## src/rtl/mem_io_pkg.sv

```systemverilog
// mem_io_pkg: shared constants and helpers for the load/store access unit.
//   - RV32 funct3 encodings for loads/stores (F3_B, F3_H, F3_W, F3_BU, F3_HU)
//   - byte lane count of the 32-bit data path
//   - FSM state encoding used by mem_io_access_unit
//   - funct3Legal(): legality of a funct3 for a load or a store
package mem_io_pkg;

    localparam int LANES = 4;

    localparam logic [2:0] F3_B  = 3'b000;
    localparam logic [2:0] F3_H  = 3'b001;
    localparam logic [2:0] F3_W  = 3'b010;
    localparam logic [2:0] F3_BU = 3'b100;
    localparam logic [2:0] F3_HU = 3'b101;

    typedef enum logic [2:0] {
        IDLE    = 3'd0,
        ISSUE   = 3'd1,
        CAPT    = 3'd2,
        IO_WAIT = 3'd3,
        RESP    = 3'd4
    } accState_e;

    // Unsigned variants only exist for loads.
    function automatic logic funct3Legal(input logic isLoad, input logic [2:0] f3);
        logic ok;
        case (f3)
            F3_B, F3_H, F3_W: ok = 1'b1;
            F3_BU, F3_HU:     ok = isLoad;
            default:          ok = 1'b0;
        endcase
        return ok;
    endfunction

endpackage

```

## src/rtl/mem_io_access_unit_if.sv

```systemverilog
// mem_io_access_unit_if: request/response, data RAM and MMIO signals of the
// access unit, bundled in one interface.
//   modport slave  : the access unit itself
//   modport master : the environment (pipeline, RAM, I/O bus)
// Signal names keep the _i/_o suffixes as seen from the access unit.
interface mem_io_access_unit_if #(
    parameter int ADDR_W = 32
);
    logic              req_valid_i;
    logic              req_ready_o;
    logic              is_load_i;
    logic              is_store_i;
    logic [2:0]        funct3_i;
    logic [ADDR_W-1:0] addr_i;
    logic [31:0]       wdata_i;

    logic              mem_re_o;
    logic              mem_we_o;
    logic [3:0]        mem_be_o;
    logic [ADDR_W-1:0] mem_addr_o;
    logic [31:0]       mem_wdata_o;
    logic [31:0]       mem_rdata_i;

    logic              io_re_o;
    logic              io_we_o;
    logic [3:0]        io_be_o;
    logic [ADDR_W-1:0] io_addr_o;
    logic [31:0]       io_wdata_o;
    logic [31:0]       io_rdata_i;
    logic              io_ready_i;

    logic              resp_valid_o;
    logic [31:0]       resp_rdata_o;
    logic              resp_err_o;
    logic              busy_o;

    modport slave (
        input  req_valid_i, is_load_i, is_store_i, funct3_i, addr_i, wdata_i,
        input  mem_rdata_i, io_rdata_i, io_ready_i,
        output req_ready_o,
        output mem_re_o, mem_we_o, mem_be_o, mem_addr_o, mem_wdata_o,
        output io_re_o, io_we_o, io_be_o, io_addr_o, io_wdata_o,
        output resp_valid_o, resp_rdata_o, resp_err_o, busy_o
    );

    modport master (
        output req_valid_i, is_load_i, is_store_i, funct3_i, addr_i, wdata_i,
        output mem_rdata_i, io_rdata_i, io_ready_i,
        input  req_ready_o,
        input  mem_re_o, mem_we_o, mem_be_o, mem_addr_o, mem_wdata_o,
        input  io_re_o, io_we_o, io_be_o, io_addr_o, io_wdata_o,
        input  resp_valid_o, resp_rdata_o, resp_err_o, busy_o
    );
endinterface

```

## src/rtl/lsu_lane_align.sv

```systemverilog
// lsu_lane_align: combinational byte-lane logic of the access unit.
//   funct3    in  3   access size/sign
//   byteOff   in  2   low address bits (already aligned for half/word)
//   storeData in  32  store data, low bits significant
//   rawRdata  in  32  word returned by RAM or I/O
//   byteEn    out 4   lane enables
//   laneWdata out 32  store data replicated across lanes
//   loadData  out 32  selected lanes, sign/zero extended
module lsu_lane_align
    import mem_io_pkg::*;
(
    input  logic [2:0]  funct3,
    input  logic [1:0]  byteOff,
    input  logic [31:0] storeData,
    input  logic [31:0] rawRdata,
    output logic [3:0]  byteEn,
    output logic [31:0] laneWdata,
    output logic [31:0] loadData
);
    logic [31:0] shifted;

    always_comb begin
        shifted   = rawRdata >> {byteOff, 3'b000};
        byteEn    = 4'b1111;
        laneWdata = storeData;
        loadData  = shifted;
        case (funct3)
            F3_B, F3_BU: begin
                byteEn    = 4'b0001 << byteOff;
                laneWdata = {4{storeData[7:0]}};
                loadData  = (funct3 == F3_B) ? {{24{shifted[7]}}, shifted[7:0]}
                                             : {24'b0, shifted[7:0]};
            end
            F3_H, F3_HU: begin
                byteEn    = 4'b0011 << {byteOff[1], 1'b0};
                laneWdata = {2{storeData[15:0]}};
                loadData  = (funct3 == F3_H) ? {{16{shifted[15]}}, shifted[15:0]}
                                             : {16'b0, shifted[15:0]};
            end
            default: begin
                byteEn    = 4'b1111;
                laneWdata = storeData;
                loadData  = shifted;
            end
        endcase
    end
endmodule

```

## src/rtl/mem_io_access_unit.sv

```systemverilog
// mem_io_access_unit: RV32 load/store access unit between EX/MEM and the
// data RAM / MMIO bus. One response per accepted request.
//   clk_i    clock
//   rst_n_i  asynchronous active-low reset (drops any access in flight)
//   bus      mem_io_access_unit_if.slave: request, RAM, I/O and response signals
// Build option: define MISALIGN_TRAP_EN to turn misaligned half/word accesses
// into error responses; otherwise the offending low address bits are cleared.
//
// state   | meaning
// IDLE    | ready for a request
// ISSUE   | RAM strobe cycle
// CAPT    | sample RAM read data
// IO_WAIT | I/O strobe held until ready or timeout
// RESP    | one-cycle response pulse
module mem_io_access_unit
    import mem_io_pkg::*;
#(
    parameter int                 ADDR_W     = 32,
    parameter int                 IO_HI_W    = 22,
    parameter logic [IO_HI_W-1:0] IO_HI      = 22'h3FFFFF,
    parameter int                 IO_TIMEOUT = 16
) (
    input  logic                clk_i,
    input  logic                rst_n_i,
    mem_io_access_unit_if.slave bus
);
    localparam int TMR_W = $clog2(IO_TIMEOUT + 1);

    accState_e         state, stateNext;
    logic              isLoadQ, isIoQ, errQ;
    logic [2:0]        funct3Q;
    logic [ADDR_W-1:0] addrQ, addrFix;
    logic [31:0]       wdataQ, rdataQ;
    logic [TMR_W-1:0]  ioTimer;

    logic              misTrap, reqOk, ioHit, ioTimeout;
    logic [3:0]        laneBe;
    logic [31:0]       laneWdata, loadData, rawRdata;

    // Misalignment either traps or is silently aligned down.
    always_comb begin
        addrFix = bus.addr_i;
        misTrap = 1'b0;
        if (bus.funct3_i[1:0] == 2'b01 && bus.addr_i[0]) begin
`ifdef MISALIGN_TRAP_EN
            misTrap = 1'b1;
`else
            addrFix[0] = 1'b0;
`endif
        end
        if (bus.funct3_i[1:0] == 2'b10 && bus.addr_i[1:0] != 2'b00) begin
`ifdef MISALIGN_TRAP_EN
            misTrap = 1'b1;
`else
            addrFix[1:0] = 2'b00;
`endif
        end
    end

    assign reqOk = (bus.is_load_i ^ bus.is_store_i)
                 && funct3Legal(bus.is_load_i, bus.funct3_i) && !misTrap;
    assign ioHit = (addrFix[ADDR_W-1 -: IO_HI_W] == IO_HI);
    assign ioTimeout = (ioTimer == '0);

    always_ff @(posedge clk_i or negedge rst_n_i) begin
        if (!rst_n_i) state <= IDLE;
        else          state <= stateNext;
    end

    always_comb begin
        stateNext = state;
        case (state)
            IDLE: begin
                if (bus.req_valid_i) begin
                    if (!reqOk)     stateNext = RESP;
                    else if (ioHit) stateNext = IO_WAIT;
                    else            stateNext = ISSUE;
                end
            end
            ISSUE:   stateNext = isLoadQ ? CAPT : RESP;
            CAPT:    stateNext = RESP;
            IO_WAIT: if (bus.io_ready_i || ioTimeout) stateNext = RESP;
            RESP:    stateNext = IDLE;
            default: stateNext = IDLE;
        endcase
    end

    // Request registers; the timeout timer counts down to its terminal value 0.
    always_ff @(posedge clk_i or negedge rst_n_i) begin
        if (!rst_n_i) begin
            isLoadQ <= 1'b0;
            isIoQ   <= 1'b0;
            errQ    <= 1'b0;
            funct3Q <= '0;
            addrQ   <= '0;
            wdataQ  <= '0;
            rdataQ  <= '0;
            ioTimer <= '0;
        end else begin
            case (state)
                IDLE: begin
                    if (bus.req_valid_i) begin
                        isLoadQ <= bus.is_load_i;
                        isIoQ   <= ioHit;
                        errQ    <= !reqOk;
                        funct3Q <= bus.funct3_i;
                        addrQ   <= addrFix;
                        wdataQ  <= bus.wdata_i;
                        rdataQ  <= '0;
                        ioTimer <= TMR_W'(IO_TIMEOUT - 1);
                    end
                end
                CAPT: rdataQ <= loadData;
                IO_WAIT: begin
                    if (bus.io_ready_i) begin
                        if (isLoadQ) rdataQ <= loadData;
                    end else if (ioTimeout) begin
                        errQ <= 1'b1;
                    end else begin
                        ioTimer <= ioTimer - 1'b1;
                    end
                end
                default: ;
            endcase
        end
    end

    assign rawRdata = isIoQ ? bus.io_rdata_i : bus.mem_rdata_i;

    lsu_lane_align u_lane (
        .funct3    (funct3Q),
        .byteOff   (addrQ[1:0]),
        .storeData (wdataQ),
        .rawRdata  (rawRdata),
        .byteEn    (laneBe),
        .laneWdata (laneWdata),
        .loadData  (loadData)
    );

    logic inIssue, inIo, inResp;
    assign inIssue = (state == ISSUE);
    assign inIo    = (state == IO_WAIT);
    assign inResp  = (state == RESP);

    // Bus outputs are gated by their strobe so idle buses read as all-zero.
    assign bus.req_ready_o  = (state == IDLE);
    assign bus.busy_o       = (state != IDLE);

    assign bus.mem_re_o     = inIssue && isLoadQ;
    assign bus.mem_we_o     = inIssue && !isLoadQ;
    assign bus.mem_be_o     = inIssue ? laneBe : 4'b0000;
    assign bus.mem_addr_o   = inIssue ? {addrQ[ADDR_W-1:2], 2'b00} : '0;
    assign bus.mem_wdata_o  = (inIssue && !isLoadQ) ? laneWdata : 32'h0;

    assign bus.io_re_o      = inIo && isLoadQ;
    assign bus.io_we_o      = inIo && !isLoadQ;
    assign bus.io_be_o      = inIo ? laneBe : 4'b0000;
    assign bus.io_addr_o    = inIo ? addrQ : '0;
    assign bus.io_wdata_o   = (inIo && !isLoadQ) ? laneWdata : 32'h0;

    assign bus.resp_valid_o = inResp;
    assign bus.resp_rdata_o = inResp ? rdataQ : 32'h0;
    assign bus.resp_err_o   = inResp && errQ;
endmodule

```

## src/flat_wrapper.sv

```systemverilog
// flat-port wrapper written by rule: the top's interface ports become plain ports
module mem_io_access_unit_flat import mem_io_pkg::*;
#(
    parameter int                 ADDR_W     = 32,
    parameter int                 IO_HI_W    = 22,
    parameter logic [IO_HI_W-1:0] IO_HI      = 22'h3FFFFF,
    parameter int                 IO_TIMEOUT = 16
)
  (clk_i, rst_n_i, bus_req_valid_i, bus_is_load_i, bus_is_store_i, bus_funct3_i, bus_addr_i, bus_wdata_i, bus_mem_rdata_i, bus_io_rdata_i, bus_io_ready_i, bus_req_ready_o, bus_mem_re_o, bus_mem_we_o, bus_mem_be_o, bus_mem_addr_o, bus_mem_wdata_o, bus_io_re_o, bus_io_we_o, bus_io_be_o, bus_io_addr_o, bus_io_wdata_o, bus_resp_valid_o, bus_resp_rdata_o, bus_resp_err_o, bus_busy_o);
  mem_io_access_unit_if #(.ADDR_W(ADDR_W)) bus_i ();
  input  logic clk_i;
  input  logic rst_n_i;
  input wire logic [$bits(bus_i.req_valid_i)-1:0] bus_req_valid_i;
  input wire logic [$bits(bus_i.is_load_i)-1:0] bus_is_load_i;
  input wire logic [$bits(bus_i.is_store_i)-1:0] bus_is_store_i;
  input wire logic [$bits(bus_i.funct3_i)-1:0] bus_funct3_i;
  input wire logic [$bits(bus_i.addr_i)-1:0] bus_addr_i;
  input wire logic [$bits(bus_i.wdata_i)-1:0] bus_wdata_i;
  input wire logic [$bits(bus_i.mem_rdata_i)-1:0] bus_mem_rdata_i;
  input wire logic [$bits(bus_i.io_rdata_i)-1:0] bus_io_rdata_i;
  input wire logic [$bits(bus_i.io_ready_i)-1:0] bus_io_ready_i;
  output wire logic [$bits(bus_i.req_ready_o)-1:0] bus_req_ready_o;
  output wire logic [$bits(bus_i.mem_re_o)-1:0] bus_mem_re_o;
  output wire logic [$bits(bus_i.mem_we_o)-1:0] bus_mem_we_o;
  output wire logic [$bits(bus_i.mem_be_o)-1:0] bus_mem_be_o;
  output wire logic [$bits(bus_i.mem_addr_o)-1:0] bus_mem_addr_o;
  output wire logic [$bits(bus_i.mem_wdata_o)-1:0] bus_mem_wdata_o;
  output wire logic [$bits(bus_i.io_re_o)-1:0] bus_io_re_o;
  output wire logic [$bits(bus_i.io_we_o)-1:0] bus_io_we_o;
  output wire logic [$bits(bus_i.io_be_o)-1:0] bus_io_be_o;
  output wire logic [$bits(bus_i.io_addr_o)-1:0] bus_io_addr_o;
  output wire logic [$bits(bus_i.io_wdata_o)-1:0] bus_io_wdata_o;
  output wire logic [$bits(bus_i.resp_valid_o)-1:0] bus_resp_valid_o;
  output wire logic [$bits(bus_i.resp_rdata_o)-1:0] bus_resp_rdata_o;
  output wire logic [$bits(bus_i.resp_err_o)-1:0] bus_resp_err_o;
  output wire logic [$bits(bus_i.busy_o)-1:0] bus_busy_o;
  assign bus_i.req_valid_i = bus_req_valid_i;
  assign bus_i.is_load_i = bus_is_load_i;
  assign bus_i.is_store_i = bus_is_store_i;
  assign bus_i.funct3_i = bus_funct3_i;
  assign bus_i.addr_i = bus_addr_i;
  assign bus_i.wdata_i = bus_wdata_i;
  assign bus_i.mem_rdata_i = bus_mem_rdata_i;
  assign bus_i.io_rdata_i = bus_io_rdata_i;
  assign bus_i.io_ready_i = bus_io_ready_i;
  assign bus_req_ready_o = bus_i.req_ready_o;
  assign bus_mem_re_o = bus_i.mem_re_o;
  assign bus_mem_we_o = bus_i.mem_we_o;
  assign bus_mem_be_o = bus_i.mem_be_o;
  assign bus_mem_addr_o = bus_i.mem_addr_o;
  assign bus_mem_wdata_o = bus_i.mem_wdata_o;
  assign bus_io_re_o = bus_i.io_re_o;
  assign bus_io_we_o = bus_i.io_we_o;
  assign bus_io_be_o = bus_i.io_be_o;
  assign bus_io_addr_o = bus_i.io_addr_o;
  assign bus_io_wdata_o = bus_i.io_wdata_o;
  assign bus_resp_valid_o = bus_i.resp_valid_o;
  assign bus_resp_rdata_o = bus_i.resp_rdata_o;
  assign bus_resp_err_o = bus_i.resp_err_o;
  assign bus_busy_o = bus_i.busy_o;
  mem_io_access_unit #(.ADDR_W(ADDR_W), .IO_HI_W(IO_HI_W), .IO_HI(IO_HI), .IO_TIMEOUT(IO_TIMEOUT)) u_core (.clk_i(clk_i), .rst_n_i(rst_n_i), .bus(bus_i));
endmodule
```

## config.mk

```make
export PLATFORM = sky130hd
export DESIGN_NAME = mem_io_access_unit_flat
export DESIGN_NICKNAME = d
export VERILOG_FILES = /design/src/rtl/mem_io_pkg.sv /design/src/rtl/mem_io_access_unit_if.sv /design/src/rtl/lsu_lane_align.sv /design/src/rtl/mem_io_access_unit.sv /design/src/flat_wrapper.sv
export SDC_FILE = /design/constraint.sdc
export NUM_CORES = 1
export LEC_CHECK = 0
export CAP_MARGIN = 40
export CORE_MARGIN = 5
export CORE_UTILIZATION = 40
export CTS_CLUSTER_SIZE = 30
export DETAILED_ROUTE_END_ITERATION = 16
export DONT_BUFFER_PORTS = 1
export PLACE_DENSITY = 0.62
export SYNTH_ARGS = -nofsm -noshare
export SYNTH_HDL_FRONTEND = slang
export SYNTH_SLANG_ARGS = --single-unit
```

## constraint.sdc

```tcl
create_clock -name clk_i -period 5.6 [get_ports clk_i]
set_clock_uncertainty 0.05 [all_clocks]
set_input_delay 0.84 -clock clk_i [delete_from_list [all_inputs] [get_ports clk_i]]
set_output_delay 0.84 -clock clk_i [all_outputs]
set_load 0.01 [all_outputs]
```

# After elaboration in Yosys (flattened, before gate mapping)
# Cells that the tools add are included.
[word_totals] register_bits=110 in_bits=137 wordCells=97 output_inout_bits=176
[op_classes] n_reduce_logical=28 shifts=3 add_sub_neg=1 eq_ne=21 n_bitwise=1 muxes=34
[ops] cell="2-to-1 mux 32 bit" count=11
[ops] cell="one-hot mux 32 bit (2 select lines)" count=2
[ops] cell="one-hot mux 32 bit (3 select lines)" count=1
[ops] cell="right shift 32 x 5 -> 32 bit" count=1
[ops] cell="== test 22 bit (second input constant)" count=1
[ops] cell="== test 3 bit (second input constant)" count=5
[ops] cell="2-to-1 mux 5 bit" count=3
[ops] cell="2-to-1 mux 3 bit" count=4
[ops] cell="one-hot mux 3 bit (4 select lines)" count=1
[ops] cell="AND reduction 4 bit" count=3
[ops] cell="inequality test 2 bit (second input constant)" count=5
[ops] cell="one-hot mux 5 bit (2 select lines)" count=1
[ops] cell="== test 3 x 1 -> 1 bit (second input constant)" count=3
[ops] cell="== test 3 x 2 -> 1 bit (second input constant)" count=3
[ops] cell="zero test 3 bit" count=3
[ops] cell="logical AND 1 bit" count=8
[ops] cell="2-to-1 mux 4 bit" count=2
[ops] cell="one-hot mux 4 bit (2 select lines)" count=1
[ops] cell="nonzero test 3 bit" count=2
[ops] cell="OR reduction 2 bit" count=3
[ops] cell="zero test 5 bit" count=1
[ops] cell="subtractor 5 x 1 -> 5 bit (second input constant)" count=1
[ops] cell="2-to-1 mux 1 bit" count=4
[ops] cell="2-to-1 mux 2 bit" count=2
[ops] cell="12 further kinds" count=17

# Longest topological paths before layout
[logic_depth] ltp_word=7 ltp_mapped=8 ltp_nobuf=7

# Hierarchy
# Synthesis repeated with hierarchy kept, for this count alone.
[unflattened] hier_cells=913 area_unflattened_um2=7611.0
[modules_own_cells] mod="mem_io_access_unit" area_per_inst_um2=6135.9 cells_per_inst=734 n_inst=1
[modules_own_cells] mod="lsu_lane_align" area_per_inst_um2=1475.2 cells_per_inst=179 n_inst=1

# Least setup slack after synthesis
# No wires, ideal clock.
[synth_path] path_type="reg2out" startpoint="register u_core.addrQ[0]" endpoint="output port bus_io_be_o[3]" t_arrival_ns=1.527 stages_incl_launch_ff=7 setup_slack_ns=3.183 path_cell_list="dfrtp_1 clkbuf_1 clkbuf_1 buf_2 nor2_1 o21a_1 nor2_1"
[synth_via] elab_chain_cells=3
[synth_rtl] element="start, declared" line_no="mem_io_access_unit.sv:32" source="logic [ADDR_W-1:0] addrQ, addrFix;"
[synth_rtl] element="start signal, assigned" line_no="mem_io_access_unit.sv:107" source="addrQ <= addrFix;"
[synth_rtl] element="left shift 1 x 2 -> 4 bit" line_no="lsu_lane_align.sv:29" source="byteEn = 4'b0001 << byteOff;"
[synth_rtl] element="one-hot mux 4 bit (2 select lines)" line_no="lsu_lane_align.sv:27" source="case (funct3)"
[synth_rtl] element="2-to-1 mux 4 bit" line_no="mem_io_access_unit.sv:157" source="assign bus.io_be_o = inIo ? laneBe : 4'b0000;"
[synth_rtl] element="end, declared" line_no="flat_wrapper.sv:30" source="output wire logic [$bits(bus_i.io_be_o)-1:0] bus_io_be_o;"
# Every way passes these cells.

# Final worst setup path
[layout_path] startpoint="register u_core.funct3Q[0]" endpoint="output port bus_io_wdata_o[10]"
[layout_via] elab_chain_cells=4 word_cells_on_any_way=8
[layout_rtl] element="start, declared" line_no="mem_io_access_unit.sv:31" source="logic [2:0] funct3Q;"
[layout_rtl] element="start signal, assigned" line_no="mem_io_access_unit.sv:106" source="funct3Q <= bus.funct3_i;"
[layout_rtl] element="== test 3 x 1 -> 1 bit, or another cell as far along" line_no="lsu_lane_align.sv:27"
[layout_rtl] element="OR reduction 2 bit" line_no="lsu_lane_align.sv:27"
[layout_rtl] element="one-hot mux 32 bit (2 select lines) *" line_no="lsu_lane_align.sv:27"
[layout_rtl] element="2-to-1 mux 32 bit *" line_no="mem_io_access_unit.sv:159" source="assign bus.io_wdata_o = (inIo && !isLoadQ) ? laneWdata : 32'h0;"
[layout_rtl] element="end, declared" line_no="flat_wrapper.sv:32" source="output wire logic [$bits(bus_i.io_wdata_o)-1:0] bus_io_wdata_o;"
# Every way passes the cells marked *; elsewhere a longest branch is shown, timed or not.

==> impl_summary.md <==
Die
The core region is 16,600 µm². Measured along the x axis, the die boundary spans 140 µm. The floorplan row count is 47. The die covers 19,700 µm².

313 I/O pins were placed. The initial core utilization is 40.8%. In this run the vertical extent of the chip is 140 µm.

Synth
After synthesis the cells add up to 6790 µm². The gate count of the mapped netlist is 827. The warning count from the yosys run is 0. The share of synthesized area in the top cell type comes to 40.6%. For this run, the register share of the synthesized area comes to 40.6%. The number of distinct library cell variants in the gate-level netlist after synthesis is 53. A synthesized cell averages 8.21 µm².

After synthesis, the cell types taking the most area are dfrtp_1, nand2_1, and2_1, mux2i_1, nor2_1. The synthesized design contains 110 register bits. The leading area contributor after synthesis is dfrtp_1.

Layout
The repair_antennas step left the layout with diodes totalling 0. The count of cells in the finished layout, fillers not included, comes to 1,021. In the layout the commonest cells are nand2_1, and2_1, dfrtp_1, nor2_1, mux2i_1. The post-route netlist has 8.49% of its cells at a drive strength greater than 1. At the end of the flow, the number of nets in the layout was 935.

The utilization of the core after routing is 43.5%. The fill cell instance count of the final layout is 1,727. The cell area after layout is 7240 µm². The library cell used most frequently in the layout, excluding fill and tap cells, is nand2_1.

The signed area change from the synthesized netlist to the final layout is 6.65%.

Status
The flow ran to the end, and the final reports show no timing, DRC or antenna violations.

Clocking
The H-tree generated during clock tree synthesis spans 3 levels. TritonCTS built the clock tree. The buffer type at the clock tree root is clkbuf_16. The later pin in the worst-skew pair is clocked with a latency of 0.35 ns. TritonCTS created 9 clock buffers.

The number of gates resized after CTS is 0. Clock-pin slew was measured on the worst setup and hold paths at 0.07 ns. No sink is reached through more buffers than the 2 on the longest clock path. The number of buffers inserted by hold repair at cts is 0. After clock tree synthesis, the setup repair step added 0 buffers. The clock sink count is 110.

Setup path
STA classifies the critical path startpoint as a register. For this design, the slowest cell found on the critical path is nor2_2. In this design, the stage delay of the slowest critical-path cell is 0.75 ns. Walking the worst path, the cells encountered are nor2_2 -> mux2i_1 -> nor2_1. The maximum fanout encountered on the critical timing path is 13.

The category of the worst setup path capture point is an output port. The critical path arrival is 2.31 ns. STA puts the critical path data required time at 4.71 ns. The critical path is of the reg -> out type.

Drt
For this run, design rule violations remaining after detail routing come to 0. The detailed-route wire length is 21.7 mm. Before antenna repair, the detailed router went through 5 iterations. For this block, the initial DRC count from the detailed router was 376.

Dividing the detail-routed wire length by the instance count gives 21.3 µm. The via-per-instance ratio is 5.53. The number of vias in the routed layout is 5,646. Once detail routing completed, the nets flagged for antenna violations numbered 0.

Power
The worst IR drop on VDD is 220 µV. Power comes to 0.00333 W. The cell leakage power is 3.31 nW. Power spread over the standard cell area amounts to 461 nW/µm².

Timing
The shortest clock period the worst path allows after layout is 3.20 ns. The final worst-path cycle share is 57.1%. The setup total negative slack is 0 ns. The count of pins over their slew limit was 0.

Setup repair after global routing left no endpoint under its margin. The count of final hold-check violations is 0. The timing-limited maximum frequency is 313 MHz.

The pin slew with the least headroom to its limit is 0.827 ns. Setup violations remaining at the end of the flow were counted as 0. The max-slew headroom at the worst pin is 44.8%.

Place
The total of buffers placed on input and output ports is 0. The area after detailed placement is 6940 µm². At the end of routability-driven placement, the weighted congestion stood at 0.841. The final HPWL from detailed placement is 16.2 mm. The cell total after placement is 1,005.

Worst hold path
The class of the worst hold path is in -> async.

GRT
The via count of the first global-routing pass is 5,579. The number of antenna violations at the first check in global routing is 0. Global routing finished with a remaining overflow of 0.

The pin count of the biggest net entering global routing is 111. The first global-routing pass estimated 33.5 mm of wire. The overall fraction of global-route tracks in use is 21.8%.

Flow run
The count of maximum capacitance violations is 0.
==> per-stage QoR <==
| stage | setup slack, ns | hold slack, ns |
|---|---|---|
| after global placement | 2.35 | 0.405 |
| after CTS | 2.38 | 0.114 |
| final | 2.40 | 0.134 |
| after floorplan | 3.18 | 0.391 |
| after detailed placement | 2.77 | 0.410 |
| after global routing | 2.26 | 0.106 |
==> flip-flops by register name, indices dropped and copies added (netlist names), 3 cells and up <==
register	flops
u_core.addrQ	32
u_core.wdataQ	32
u_core.ioTimer	5
u_core.state	3
u_core.rdataQ	32
u_core.funct3Q	3
==> report_power, final <==
part / switching [W] / leakage (nW) / internal [W] / total (W)
sequential: 0.000276 / 1.39 / 0.00107 / 0.00135
clock: 0.000305 / 0.142 / 0.000361 / 0.000666
combinational: 0.000855 / 1.77 / 0.000464 / 0.00132
total: 0.00144 / 3.31 / 0.00190 / 0.00333
==> layer usage <==
| layer | vias up | GRT usage [%] | wire length, µm |
|---|---|---|---|
| li1 | 2628 | - | - |
| met1 | 2731 | 27.6 | 8880 |
| met2 | 264 | 36.7 | 10700 |
| met3 | 23 | 5.90 | 1710 |
| met4 | 0 | 6.58 | 482 |
| met5 | - | 0 | 0 |
==> critical path, delay by kind of cell, from the launching register on <==
kind             cells  cell delay [ns]
muxes                1             0.42
DFF                  1             0.63
and+or+nand+nor      2             0.89
==> synth_stat cells, drive strengths merged <==
| master | number |
|---|---|
| nand3 | 2 |
| xnor2 | 1 |
| o21a | 1 |
| o32a | 2 |
| nor2 | 78 |
| o22a | 1 |
| buf | 29 |
| nand2 | 242 |
| o21ai | 58 |
| a211oi | 2 |
| a32oi | 7 |
| o22ai | 8 |
| a21o | 2 |
| nand4 | 5 |
| a21oi | 15 |
| ha | 2 |
| nor4b | 1 |
| mux2i | 54 |
| or3 | 5 |
| o211a | 1 |
| a211o | 2 |
| and4 | 1 |
| mux2 | 2 |
| a2111oi | 2 |
| and2 | 113 |
| nor4 | 2 |
| dfrtp | 110 |
| xor2 | 3 |
| or2 | 9 |
| mux4 | 8 |
| o221ai | 1 |
| conb | 1 |
| nor3 | 6 |
| inv | 11 |
| nor3b | 2 |
| nand3b | 2 |
| nand2b | 9 |
| clkbuf | 26 |
| or4 | 1 |
==> kinds of logic after synthesis <==
| group | Yosys count | synth area share (%) |
|---|---|---|
| simple gates | 478 | 32.7 |
| flops | 110 | 40.6 |
| compound gates | 102 | 10.0 |
| buf+inv | 66 | 4.83 |
| mux | 64 | 10.9 |
| xor+xnor | 4 | 0.516 |
| fa+ha+maj | 2 | 0.369 |
| other cells | 1 | 0.0552 |
==> final cells by class <==
type | count | area (µm²) | share of cell area, %
clock inverter | 5 | 58.8 | 0.812
timing repair buffer | 12 | 138 | 1.90
clock buffer | 11 | 243 | 3.35
multi-input combinational | 652 | 3730 | 51.5
sequential | 110 | 2750 | 38.0
tap | 220 | 275 | 3.80
inverter | 11 | 41.3 | 0.570
==> worst paths after layout <==
kind,startpoint,depth (start not counted),endpoint,slack (ns)
worst max register to register,u_core.addrQ[1]$_DFFE_PN0P_,5,u_core.rdataQ[31]$_DFFE_PN0P_,3.23
worst min register to register,u_core.rdataQ[20]$_DFFE_PN0P_,2,u_core.rdataQ[20]$_DFFE_PN0P_,0.42
max in group asynchronous,rst_n_i,0,u_core.addrQ[1]$_DFFE_PN0P_,5.17
worst max-delay path,u_core.funct3Q[0]$_DFFE_PN0P_,3,bus_io_wdata_o[10],2.40
worst min-delay path,rst_n_i,0,u_core.rdataQ[2]$_DFFE_PN0P_,0.13
min in group clk_i,u_core.rdataQ[20]$_DFFE_PN0P_,2,u_core.rdataQ[20]$_DFFE_PN0P_,0.42
Note: power is estimated with default switching activity, not from simulation.
==> edit, RTL diff (same settings) <==
Re-encode `accState_e` (5 states) as one-hot, 5 bits wide.
--- a/src/rtl/mem_io_pkg.sv
+++ b/src/rtl/mem_io_pkg.sv
@@ -13,12 +13,12 @@
     localparam logic [2:0] F3_BU = 3'b100;
     localparam logic [2:0] F3_HU = 3'b101;
 
-    typedef enum logic [2:0] {
-        IDLE    = 3'd0,
-        ISSUE   = 3'd1,
-        CAPT    = 3'd2,
-        IO_WAIT = 3'd3,
-        RESP    = 3'd4
+    typedef enum logic [4:0] {
+        IDLE    = 5'b00001,
+        ISSUE   = 5'b00010,
+        CAPT    = 5'b00100,
+        IO_WAIT = 5'b01000,
+        RESP    = 5'b10000
     } accState_e;
 
     // Unsigned variants only exist for loads.
Function: same outputs for any inputs over 4 cycles, from zero or initial values and one cycle with rst_n_i low; so few cycles prove little.
==> edit against the unedited design <==
Cell area grew 0.57%; die area grew 1.6%; area after synthesis grew 1.7%; sequential cell count grew 2; routed wire length shrank 0.42%; cell count shrank 3.1%; worst setup slack lost 310 ps; power shrank 11%; critical endpoint is now bus_mem_wdata_o[2]; largest cell class unchanged.
==> edit: results (changes against the unedited design) <==
outcome: "completed"
max_freq_mhz: 285  # -8.8%
synthAdderAreaFrac: 0.00363  # -0.0000615
synth_common_cells: "nand2_1, dfrtp_1, nor2_1"
drtPass1Iterations: 5  # unchanged
wl_mm: 21.6  # -0.42%
yosys-mux-area-fraction: 0.122  # +0.0123
yosysSeqAreaShare: 0.406  # +0.000669
cts_resized: 0  # unchanged
synth-compound-area-share: 0.119  # +0.0190
rr_worst_depth: 5  # unchanged
syn_avg_cell_area_um2: 8.66  # +5.5%
reg2reg_to: "u_core.addrQ[10]$_DFFE_PN0P_"
vias_per_cell: 5.61  # +1.4%
ys_types: 60  # +13%
crit_path_max_fanout: 26  # +13
slew_headroom: 0.384  # -0.0641
async_flop_share: 1.00  # unchanged
slowest_stage: "or3_1"
synthFlopType: "dfrtp_1"
yosys-top-cells-area: "dfrtp_1, nand2_1, and2_1"
p_leak_nw: 3.35  # +1.2%
cp.arrival_ps: 2610  # +300 ps
nets: 898  # -4.0%
peakVddDrop_mv: 0.221  # +0.59%
min_path_type: "in -> async"
r2r_start: "u_core.state[0]$_DFFE_PN1P_"
h-tree-depth: 3  # unchanged
cts.clk_slew.worst_paths_ps: 80
grt_max_degree: 113  # +1.8%
port_buffers: 0  # unchanged
top_regs: "u_core.addrQ: 32 flops, u_core.rdataQ: 32 flops, u_core.wdataQ: 32 flops"
slowest_delay_ps: 680  # -70 ps
cts_max_path_buffers: 2  # unchanged
grt_use_total: 0.210  # -0.00899
vias: 5545  # -1.8%
yosysTopAreaCellShare: 0.402  # -0.00314
dp_cells: 973  # -3.2%
clk_latency_ps: 350  # about the same
holdWs_ps: 124  # -9.19 ps
cts_setup_buffers: 0  # unchanged
cp_top_family: "simple AND/OR/NAND/NOR gates"
drt_iter0_markers: 319  # -15%
place_congestion: 0.821  # -2.4%
dp_hpwl_mm: 16.3  # +0.38%
layout-drive-gt1-share: 0.110  # +0.0251
endpoint: "bus_mem_wdata_o[2]"
rrSetupSlack_ps: 2490  # -740 ps
synthXorXnorAreaFrac: 0.00381  # -0.00135
grt_first_pass_wirelength_mm: 32.6  # -2.7%
nFillCells: 1731  # +0.23%
cp-startpoint: "u_core.state[3]$_DFFE_PN0P_"
## edit: cell types whose count changed after synthesis, moves of 9 or more
cell / unedited run / this run
a22o_1: 0 / 20
and2_1: 112 / 83
and3_1: 0 / 33
mux2_2: 2 / 32
nand2_1: 241 / 167
nor2_1: 77 / 87
o21ai_2: 9 / 0
## edit: cell families after synthesis
group / Yosys count
XOR/XNOR: 3
AND/OR/NAND/NOR: 414
multiplexers: 80
buffers and inverters: 71
adder cells (fa/ha/maj): 2
other: 1
AO/OA/AOI/OAI: 114
flip-flops: 112
## edit: cell type report
type | instances | area [um2] | area share
multi-input combinational | 615 | 3740 | 0.513
sequential | 112 | 2810 | 0.385
tap | 225 | 282 | 0.0387
clock buffer | 9 | 225 | 0.0309
timing repair buffer | 10 | 139 | 0.0191
clock inverter | 7 | 52.6 | 0.00722
inverter | 11 | 41.3 | 0.00567
## edit: routing by layer
metal	GRT usage	vias to the layer above	share of wire
met5	0	-	0
met4	0.0719	0	0.021
met3	0.0438	29	0.074
met2	0.343	242	0.48
met1	0.277	2658	0.42
li1	-	2616	-
## edit: worst register-to-register path, delay by kind of cell (launching register included)
family        cells  cell delay, ps
simple gates      3            1490
mux               1             380
buf+inv           1             470
flops             1             620
## edit: stage by stage
stage           util  power (mW)  instance area [um2]
2_1_floorplan      -        2.04                 6910
3_3_place_gp   0.403        2.28                 6890
3_5_place_dp   0.409        2.33                 7000
4_1_cts        0.425        2.96                 7280
5_1_grt        0.425        3.15                 7280
6_report       0.425        2.95                 7280
## edit: power by group
part / switching, mW / total [mW] / internal, mW / leakage (nW)
clock network: 0.321 / 0.628 / 0.307 / 0.137
registers: 0.293 / 1.33 / 1.04 / 1.41
logic: 0.615 / 0.994 / 0.379 / 1.80
